**config.mk**
```make
export PLATFORM = sky130hd
export DESIGN_NAME = add8_seq_flat
export DESIGN_NICKNAME = d
export VERILOG_FILES = /design/src/rtl/add8_pkg.sv /design/src/rtl/add8_seq_if.sv /design/src/rtl/add8_seq_fa1.sv /design/src/rtl/add8_seq.sv /design/src/flat_wrapper.sv
export SDC_FILE = /design/constraint.sdc
export NUM_CORES = 1
export LEC_CHECK = 0
export BUFFER_PORTS_ARGS = -buffer_cell sky130_fd_sc_hd__clkbuf_2
export CORE_ASPECT_RATIO = 1.5
export CORE_UTILIZATION = 54
export DETAILED_ROUTE_END_ITERATION = 12
export GPL_TIMING_DRIVEN = 0
export HOLD_SLACK_MARGIN = 0.02
export PLACE_DENSITY = 0.78
export SLEW_MARGIN = 40
export SYNTH_ARGS = -nofsm -noshare
export SYNTH_HDL_FRONTEND = slang
export SYNTH_SLANG_ARGS = --single-unit
```
**constraint.sdc**
```tcl
create_clock -name clk -period 1.5 [get_ports clk]
set_input_delay 0.15 -clock clk [delete_from_list [all_inputs] [get_ports clk]]
set_output_delay 0.15 -clock clk [all_outputs]
set_load 0.05 [all_outputs]
```
**src/rtl/add8_pkg.sv**
```systemverilog
// add8_pkg: shared definitions for the bit-serial adder add8_seq.
//   ADD8_WIDTH   default operand/result width
//   add8_state_e controller state encoding (IDLE=1'b0, RUN=1'b1)
package add8_pkg;

  localparam int ADD8_WIDTH = 8;

  typedef enum logic {
    IDLE = 1'b0,
    RUN  = 1'b1
  } add8_state_e;

endpackage

```
**src/rtl/add8_seq_if.sv**
```systemverilog
// add8_seq_if: start/done handshake and operand/result bus of add8_seq.
//   start, a, b, ci   requester -> adder
//   sub               requester -> adder, only when ADD8_SUB_MODE_EN is defined
//   busy, done, s, co adder -> requester
// Modports: master (requester side), slave (adder side).
interface add8_seq_if
  import add8_pkg::*;
#(
  parameter int WIDTH = ADD8_WIDTH
) ();

  logic             start;
  logic [WIDTH-1:0] a;
  logic [WIDTH-1:0] b;
  logic             ci;
`ifdef ADD8_SUB_MODE_EN
  logic             sub;
`endif
  logic             busy;
  logic             done;
  logic [WIDTH-1:0] s;
  logic             co;

`ifdef ADD8_SUB_MODE_EN
  modport master (output start, a, b, ci, sub, input busy, done, s, co);
  modport slave  (input start, a, b, ci, sub, output busy, done, s, co);
`else
  modport master (output start, a, b, ci, input busy, done, s, co);
  modport slave  (input start, a, b, ci, output busy, done, s, co);
`endif

endinterface

```
**src/rtl/add8_seq_fa1.sv**
```systemverilog
// fa1: combinational one-bit full adder.
//   a, b, ci  input bits
//   s, co     sum and carry-out
module fa1 (
  input  logic a,
  input  logic b,
  input  logic ci,
  output logic s,
  output logic co
);

  assign s  = a ^ b ^ ci;
  assign co = (a & b) | (ci & (a ^ b));

endmodule

```
**src/rtl/add8_seq.sv**
```systemverilog
// add8_seq: bit-serial adder, {co,s} = a + b + ci over WIDTH cycles, LSB first,
// through a single one-bit full adder.
//   clk    rising-edge clock
//   rst_n  synchronous active-low reset
//   bus    add8_seq_if slave: start/a/b/ci(/sub) in, busy/done/s/co out
// Optional feature macro: ADD8_SUB_MODE_EN (adds bus.sub; sub=1 inverts b at capture).
//
// state | meaning
// IDLE  | waiting for start, busy=0
// RUN   | one result bit per edge, busy=1
module add8_seq
  import add8_pkg::*;
#(
  parameter int WIDTH = ADD8_WIDTH
) (
  input  logic       clk,
  input  logic       rst_n,
  add8_seq_if.slave  bus
);

  localparam int CNT_W = (WIDTH > 1) ? $clog2(WIDTH) : 1;
  localparam logic [CNT_W-1:0] CNT_LAST = CNT_W'(WIDTH - 1);

  add8_state_e      state_q;
  logic [CNT_W-1:0] cnt_q;
  logic [WIDTH-1:0] a_sh_q;
  logic [WIDTH-1:0] b_sh_q;
  logic [WIDTH-1:0] res_q;
  logic [WIDTH-1:0] res_d;
  logic [WIDTH-1:0] b_cap_d;
  logic             c_q;
  logic             busy_q;
  logic             done_q;
  logic [WIDTH-1:0] s_q;
  logic             co_q;
  logic             fa_s;
  logic             fa_co;

  fa1 u_fa1 (
    .a  (a_sh_q[0]),
    .b  (b_sh_q[0]),
    .ci (c_q),
    .s  (fa_s),
    .co (fa_co)
  );

  // Sum bits enter at the MSB so after WIDTH shifts bit 0 sits at the LSB.
  assign res_d = {fa_s, res_q[WIDTH-1:1]};

`ifdef ADD8_SUB_MODE_EN
  assign b_cap_d = bus.sub ? ~bus.b : bus.b;
`else
  assign b_cap_d = bus.b;
`endif

  always_ff @(posedge clk) begin
    if (!rst_n) begin
      state_q <= IDLE;
      cnt_q   <= '0;
      a_sh_q  <= '0;
      b_sh_q  <= '0;
      res_q   <= '0;
      c_q     <= 1'b0;
      busy_q  <= 1'b0;
      done_q  <= 1'b0;
      s_q     <= '0;
      co_q    <= 1'b0;
    end else begin
      done_q <= 1'b0;
      case (state_q)
        IDLE: begin
          if (bus.start) begin
            a_sh_q  <= bus.a;
            b_sh_q  <= b_cap_d;
            c_q     <= bus.ci;
            cnt_q   <= '0;
            busy_q  <= 1'b1;
            state_q <= RUN;
          end
        end
        RUN: begin
          a_sh_q <= a_sh_q >> 1;
          b_sh_q <= b_sh_q >> 1;
          c_q    <= fa_co;
          res_q  <= res_d;
          cnt_q  <= cnt_q + CNT_W'(1);
          if (cnt_q == CNT_LAST) begin
            s_q     <= res_d;
            co_q    <= fa_co;
            done_q  <= 1'b1;
            busy_q  <= 1'b0;
            state_q <= IDLE;
          end
        end
        default: state_q <= IDLE;
      endcase
    end
  end

  assign bus.busy = busy_q;
  assign bus.done = done_q;
  assign bus.s    = s_q;
  assign bus.co   = co_q;

endmodule

```
**src/flat_wrapper.sv**
```systemverilog
// flat-port wrapper written by rule: the top's interface ports become plain ports
module add8_seq_flat import add8_pkg::*;
#(
  parameter int WIDTH = ADD8_WIDTH
)
  (clk, rst_n, bus_start, bus_a, bus_b, bus_ci, bus_busy, bus_done, bus_s, bus_co);
  add8_seq_if #(.WIDTH(WIDTH)) bus_i ();
  input  logic clk;
  input  logic rst_n;
  input wire logic [$bits(bus_i.start)-1:0] bus_start;
  input wire logic [$bits(bus_i.a)-1:0] bus_a;
  input wire logic [$bits(bus_i.b)-1:0] bus_b;
  input wire logic [$bits(bus_i.ci)-1:0] bus_ci;
  output wire logic [$bits(bus_i.busy)-1:0] bus_busy;
  output wire logic [$bits(bus_i.done)-1:0] bus_done;
  output wire logic [$bits(bus_i.s)-1:0] bus_s;
  output wire logic [$bits(bus_i.co)-1:0] bus_co;
  assign bus_i.start = bus_start;
  assign bus_i.a = bus_a;
  assign bus_i.b = bus_b;
  assign bus_i.ci = bus_ci;
  assign bus_busy = bus_i.busy;
  assign bus_done = bus_i.done;
  assign bus_s = bus_i.s;
  assign bus_co = bus_i.co;
  add8_seq #(.WIDTH(WIDTH)) u_core (.clk(clk), .rst_n(rst_n), .bus(bus_i));
endmodule
```
==> results of run 1 <==
[cell type report]
cell class              count  area [um^2]
multi-input cells         110        865.8
repair buffers             30        150.1
flip-flops and latches     39        780.7
clock inverters             3        15.01
clock buffers               5        68.82
plain buffers              14        97.59
inverters                   2        7.507
fillers                   254        968.4
well taps                  39        48.80
[Yosys cell counts (all sizes together)]
| cell | number | share of area (%) |
|---|---|---|
| mux2i | 24 | 14 |
| dfxtp | 39 | 45 |
| nor2 | 9 | 1.9 |
| buf | 10 | 4.2 |
| or3b | 3 | 1.5 |
| inv | 2 | 0.43 |
| a21oi | 14 | 4.2 |
| ha | 3 | 2.2 |
| nand2b | 3 | 1.1 |
| a21bo | 10 | 5.7 |
| and3 | 1 | 0.36 |
| nand3 | 9 | 2.6 |
| fa | 1 | 1.1 |
| o21ai | 1 | 0.29 |
| clkbuf | 4 | 0.93 |
| nand2 | 2 | 0.43 |
| a211oi | 15 | 9.0 |
| nor2b | 15 | 5.4 |
[worst paths after layout]
kind,to,slack (ns),cells past startpoint
worst max-delay path,u_core.bus.s[2],0.15,5
worst min-delay path,u_core.b_sh_q[7],0.12,3
worst max register to register,u_core.bus.s[2],0.15,5
worst min register to register,u_core.bus.s[6],0.50,2
[sequential cells by signal, summed over array words and instances, names as in the netlist]
signal and count:
u_core.bus.done 1, u_core.state_q 1, u_core.bus.co 1, u_core.bus.s 8, u_core.b_sh_q 8, u_core.cnt_q 3
u_core.res_q 7, u_core.a_sh_q 8, u_core.bus.busy 1, u_core.c_q 1
[cell families (layout without fill, tap and decap cells)]
family,count (synthesis),count (layout)
mux,24,24
fa+ha+maj,4,4
compound gates,40,40
flops,39,39
simple gates,42,42
buf+inv,16,54
[worst max-delay path: cells and delay by family (launching register included)]
kind                     cells  cell delay (ns)
adder cells (fa/ha/maj)      2             0.42
AO/OA/AOI/OAI                2             0.36
flip-flops                   1             0.33
buffers and inverters        1             0.18
[timing repair]
action,CTS,global route
setup endpoints to repair,0,9
gates resized for setup,0,5
endpoints found under the hold margin,0,0
[layer usage]
| metal | wire length, um | track usage [%] | part of all wire (%) | vias to the layer above |
|---|---|---|---|---|
| met4 | 31 | 6.209 | 0.92 | 0 |
| met3 | 104 | 5.308 | 3.1 | 3 |
| met5 | 0 | 0 | 0 | - |
| met1 | 1384 | 23.19 | 41 | 595 |
| met2 | 1839 | 41.47 | 55 | 27 |
| li1 | - | - | - | 650 |
[where the power goes]
part | switching (W) | internal (W) | leakage, nW
registers | 0.0000293 | 0.00108 | 0.319
logic | 0.000139 | 0.000122 | 0.531
clock network | 0.000358 | 0.000318 | 0.0477
[through the flow]
step	worst slack [ns]	std cells
6_report	0.1457	242
5_1_grt	0.01392	242
3_5_place_dp	0.01657	234
3_3_place_gp	0.09490	234
2_1_floorplan	0.2404	165
4_1_cts	0.0007498	242
[layout by cell type, fill, tap and decap left out, drive strengths merged, types with 3 or more instances in the layout]
cell type	count
nand3	9
ha	3
dfxtp	39
a21oi	14
nand2b	3
nor2b	15
or3b	3
nor2	9
a21bo	10
clkbuf	39
a211oi	15
buf	10
mux2i	24
clkinv	3
==> flow_summary.toml, run 1 <==
[place]
place.gp.congestion = 0.7637
place_area_um2 = 1942
portBuffers = 30
hpwlAfterDp_mm = 2.472

[floorplanning]
row_count = 24
io_pins = 31
core_region_area_um2 = 3003
die_height_um = 71.58
die_x_um = 48.39
initial_core_util_pct = 58.04
die_area_um2 = 3463

[power_and_ir_drop]
total_power_w = 0.002051
p_leak_nw = 0.8976
peakVddDrop_mv = 1.221
p_per_area_nw_per_um2 = 1008

[drt]
final_antenna_net_count = 0
viasPerCell = 5.269
drc = 0
firstDrtPassIters = 4
first_iter_violations = 15
routedWlPerCell_um = 13.88
wl_mm = 3.360
num_vias = 1275

[worst_setup_path]
required_ns = 1.71
worst_path_largest_cell_delay_ns = 0.33
cp_cell_sequence = "ha_1 > ha_1 > clkbuf_4 > a21bo_2 > a21oi_1"
critical_path_arrival_ns = 1.57
cpMostUsedCell = "ha_1"
critical_path_class = "flop to flop"
crit_slowest_cell = "dfxtp_1"
cp-end-kind = "flop"
crit_start = "u_core.cnt_q[0]"
critPathLaunchType = "flop"
r2r-start = "u_core.cnt_q[0]"
worstPathMaxFanout = 10

[sta]
fmax_mhz = 738.4
drv_slew = 0
worst_pin_slew_ns = 0.4616
hold_slack_ns = 0.1155
fin_crit_ns = 1.354
fin_crit_sh_pct = 90.29
setup_viol_count_final = 0
setup_tns_ns = 0
rsz0062_at_grt = "false"
hold_viol_final = 0
fin_skew_ns = 0.007330
max_slew_margin_pct = 69.22

[hold_path]
hold_start = "bus_b[7]"
min_path_type = "input pin to flop"

[layout]
post-route-util_pct = 67.75
drive_above_1_share_pct = 34.48
insertedDiodeCount = 0
area_growth_pct = 16.73
final_nets = 226
final_area_um2 = 2034

[synth]
yosysWarningCount = 0
synth.distinct_cells = 24
syn-num-nets = 189
syn_area_per_cell_um2 = 10.56
synthMuxAreaShare_pct = 13.78
ys_ff_latch = 39
synth_compound_area_share_pct = 19.31
yosys.area_share.xor_xnor_pct = 0
ys_seq_area_share_pct = 44.80
synth-simple-area-share_pct = 13.28
netlist_area_um2 = 1743
syn_inst = 165
synth_top_family_by_area = "compound AO/OA/AOI/OAI gates"
synth_fa_ha_area_share_pct = 3.302

[clocking]
clk_pin_slew_ns = 0.08
numClockSinks = 39
max-clock-path-buffers = 2
root_buffer = "clkbuf_8"
clk_latency_ns = 0.29
tritoncts = "done"
h-tree-depth = 2
post_cts.repair.setup_buffers = 0
holdBufCountCts = 0
cts-buffers-inserted = 5

[global_route]
antenna_found_initial = 0
grt_pass1_vias = 1326
grt_max_degree = 13
grt_overflow = 0
grt_use_total_pct = 21.63
grt_pass1_wl_mm = 5.809

[flow_run]
max_cap_violations = 0

[outcome]
outcome = "finished clean"
(Power assumes the default switching activity.)
==> run 2: changes to the inputs <==
Settings changed: MAX_ROUTING_LAYER set to met4.
==> run 2 against run 1 <==
Count of clock-buffer cells in the layout unchanged. Wire length up 0.33%. Largest power group unchanged. First-iteration DRC count down 6.7%.
==> flow_summary.toml, run 2 (synthesis gave the netlist of run 1 again) <==
[worst_setup_path]
critical_path_arrival_ns = 1.57
critPathLaunchType = "flop"
critical_path_class = "flop to flop"
required_ns = 1.71
cp-end-kind = "flop"
worstPathMaxFanout = 10

[power_and_ir_drop]
p_leak_nw = 0.8976
p_per_area_nw_per_um2 = 1010
peakVddDrop_mv = 1.221

[sta]
worst_pin_slew_ns = 0.4631
fmax_mhz = 738.4
fin_crit_ns = 1.354
rsz0062_at_grt = "false"
setup_tns_ns = 0
fin_skew_ns = 0.006773
max_slew_margin_pct = 69.13
hold_viol_final = 0
fin_crit_sh_pct = 90.29
drv_slew = 0
setup_viol_count_final = 0

[hold_path]
min_path_type = "input pin to flop"

[floorplanning]
io_pins = 31
die_area_um2 = 3463
die_height_um = 71.58
initial_core_util_pct = 58.04
row_count = 24
core_region_area_um2 = 3003
die_x_um = 48.39

[clocking]
post_cts.repair.setup_buffers = 0
holdBufCountCts = 0
clk_latency_ns = 0.29
max-clock-path-buffers = 2
tritoncts = "done"
cts-buffers-inserted = 5
post_cts_resized = 0
numClockSinks = 39
clk_pin_slew_ns = 0.08
root_buffer = "clkbuf_8"
h-tree-depth = 2

[global_route]
use_met2_pct = 41.16
grt_use_total_pct = 22.29
busiest_layer = "met2"
grt_use_met3_pct = 5.308
met1_usage_pct = 23.46
grt_overflow = 0
grt_max_degree = 13
antenna_found_initial = 0
grt_pass1_wl_mm = 5.816
grt_pass1_vias = 1327

[layout]
final_nets = 226
area_growth_pct = 16.73
post-route-util_pct = 67.75
fillers = 254
layout_commonest_cell = "dfxtp_1"
insertedDiodeCount = 0
final_cell_mix = "39 x dfxtp_1, 30 x clkbuf_2, 24 x mux2i_1"
drive_above_1_share_pct = 34.48

[drt]
num_vias = 1281
routedWlPerCell_um = 13.93
drc = 0
final_antenna_net_count = 0
first_iter_violations = 14
wl_mm = 3.371
firstDrtPassIters = 4
viasPerCell = 5.293

[flow_run]
max_cap_violations = 0

[place]
hpwlAfterDp_mm = 2.472
place.gp.congestion = 0.7738
portBuffers = 30

[outcome]
outcome = "finished clean"
## run 2: final cells by class
cell class / instances / area (um^2) / share of cell area (%)
plain buffers: 14 / 97.59 / 4.797
clock buffers: 5 / 68.82 / 3.383
clock inverters: 3 / 15.01 / 0.7380
inverters: 2 / 7.507 / 0.3690
multi-input cells: 110 / 865.8 / 42.56
flip-flops and latches: 39 / 780.7 / 38.38
well taps: 39 / 48.80 / 2.399
repair buffers: 30 / 150.1 / 7.380
## run 2: metal layers
layer  wire [um]  vias up
met2        1807       26
met4          44        0
met3          93        5
met5           0        -
met1        1426      597
li1            -      653
## run 2: critical path: stages (launching register included)
cell	delay [ns]
dfxtp_1	0.33
ha_1	0.23
ha_1	0.19
clkbuf_4	0.18
a21bo_2	0.22
a21oi_1	0.14
## run 2: final timing paths
check,from,to,slack [ns],depth (start not counted)
setup / recovery,u_core.cnt_q[0],u_core.bus.s[2],0.15,5
hold / removal,bus_b[7],u_core.b_sh_q[7],0.12,3
setup reg to reg,u_core.cnt_q[0],u_core.bus.s[2],0.15,5
hold reg to reg,u_core.res_q[7],u_core.bus.s[6],0.50,2
## run 2: metrics by stage
step / hold slack [ns] / power, W / cell area (um^2) / worst slack, ns / cells
global placement: 0.3947 / 0.001388 / 1942 / 0.09490 / 234
global route: 0.1411 / 0.002146 / 2034 / 0.01424 / 242
detailed placement: 0.4179 / 0.001399 / 1942 / 0.01657 / 234
finish: 0.1189 / 0.002054 / 2034 / 0.1456 / 242
CTS: 0.1155 / 0.002066 / 2026 / 0.0007498 / 242
floorplan: 0.2884 / 0.001325 / 1743 / 0.2404 / 165
## run 2: where the power goes
group          internal (W)  total (W)  switching (W)
Clock              0.000318   0.000679       0.000361
Combinational      0.000122   0.000262       0.000140
Sequential          0.00108    0.00111      0.0000288
Total               0.00152    0.00205       0.000530
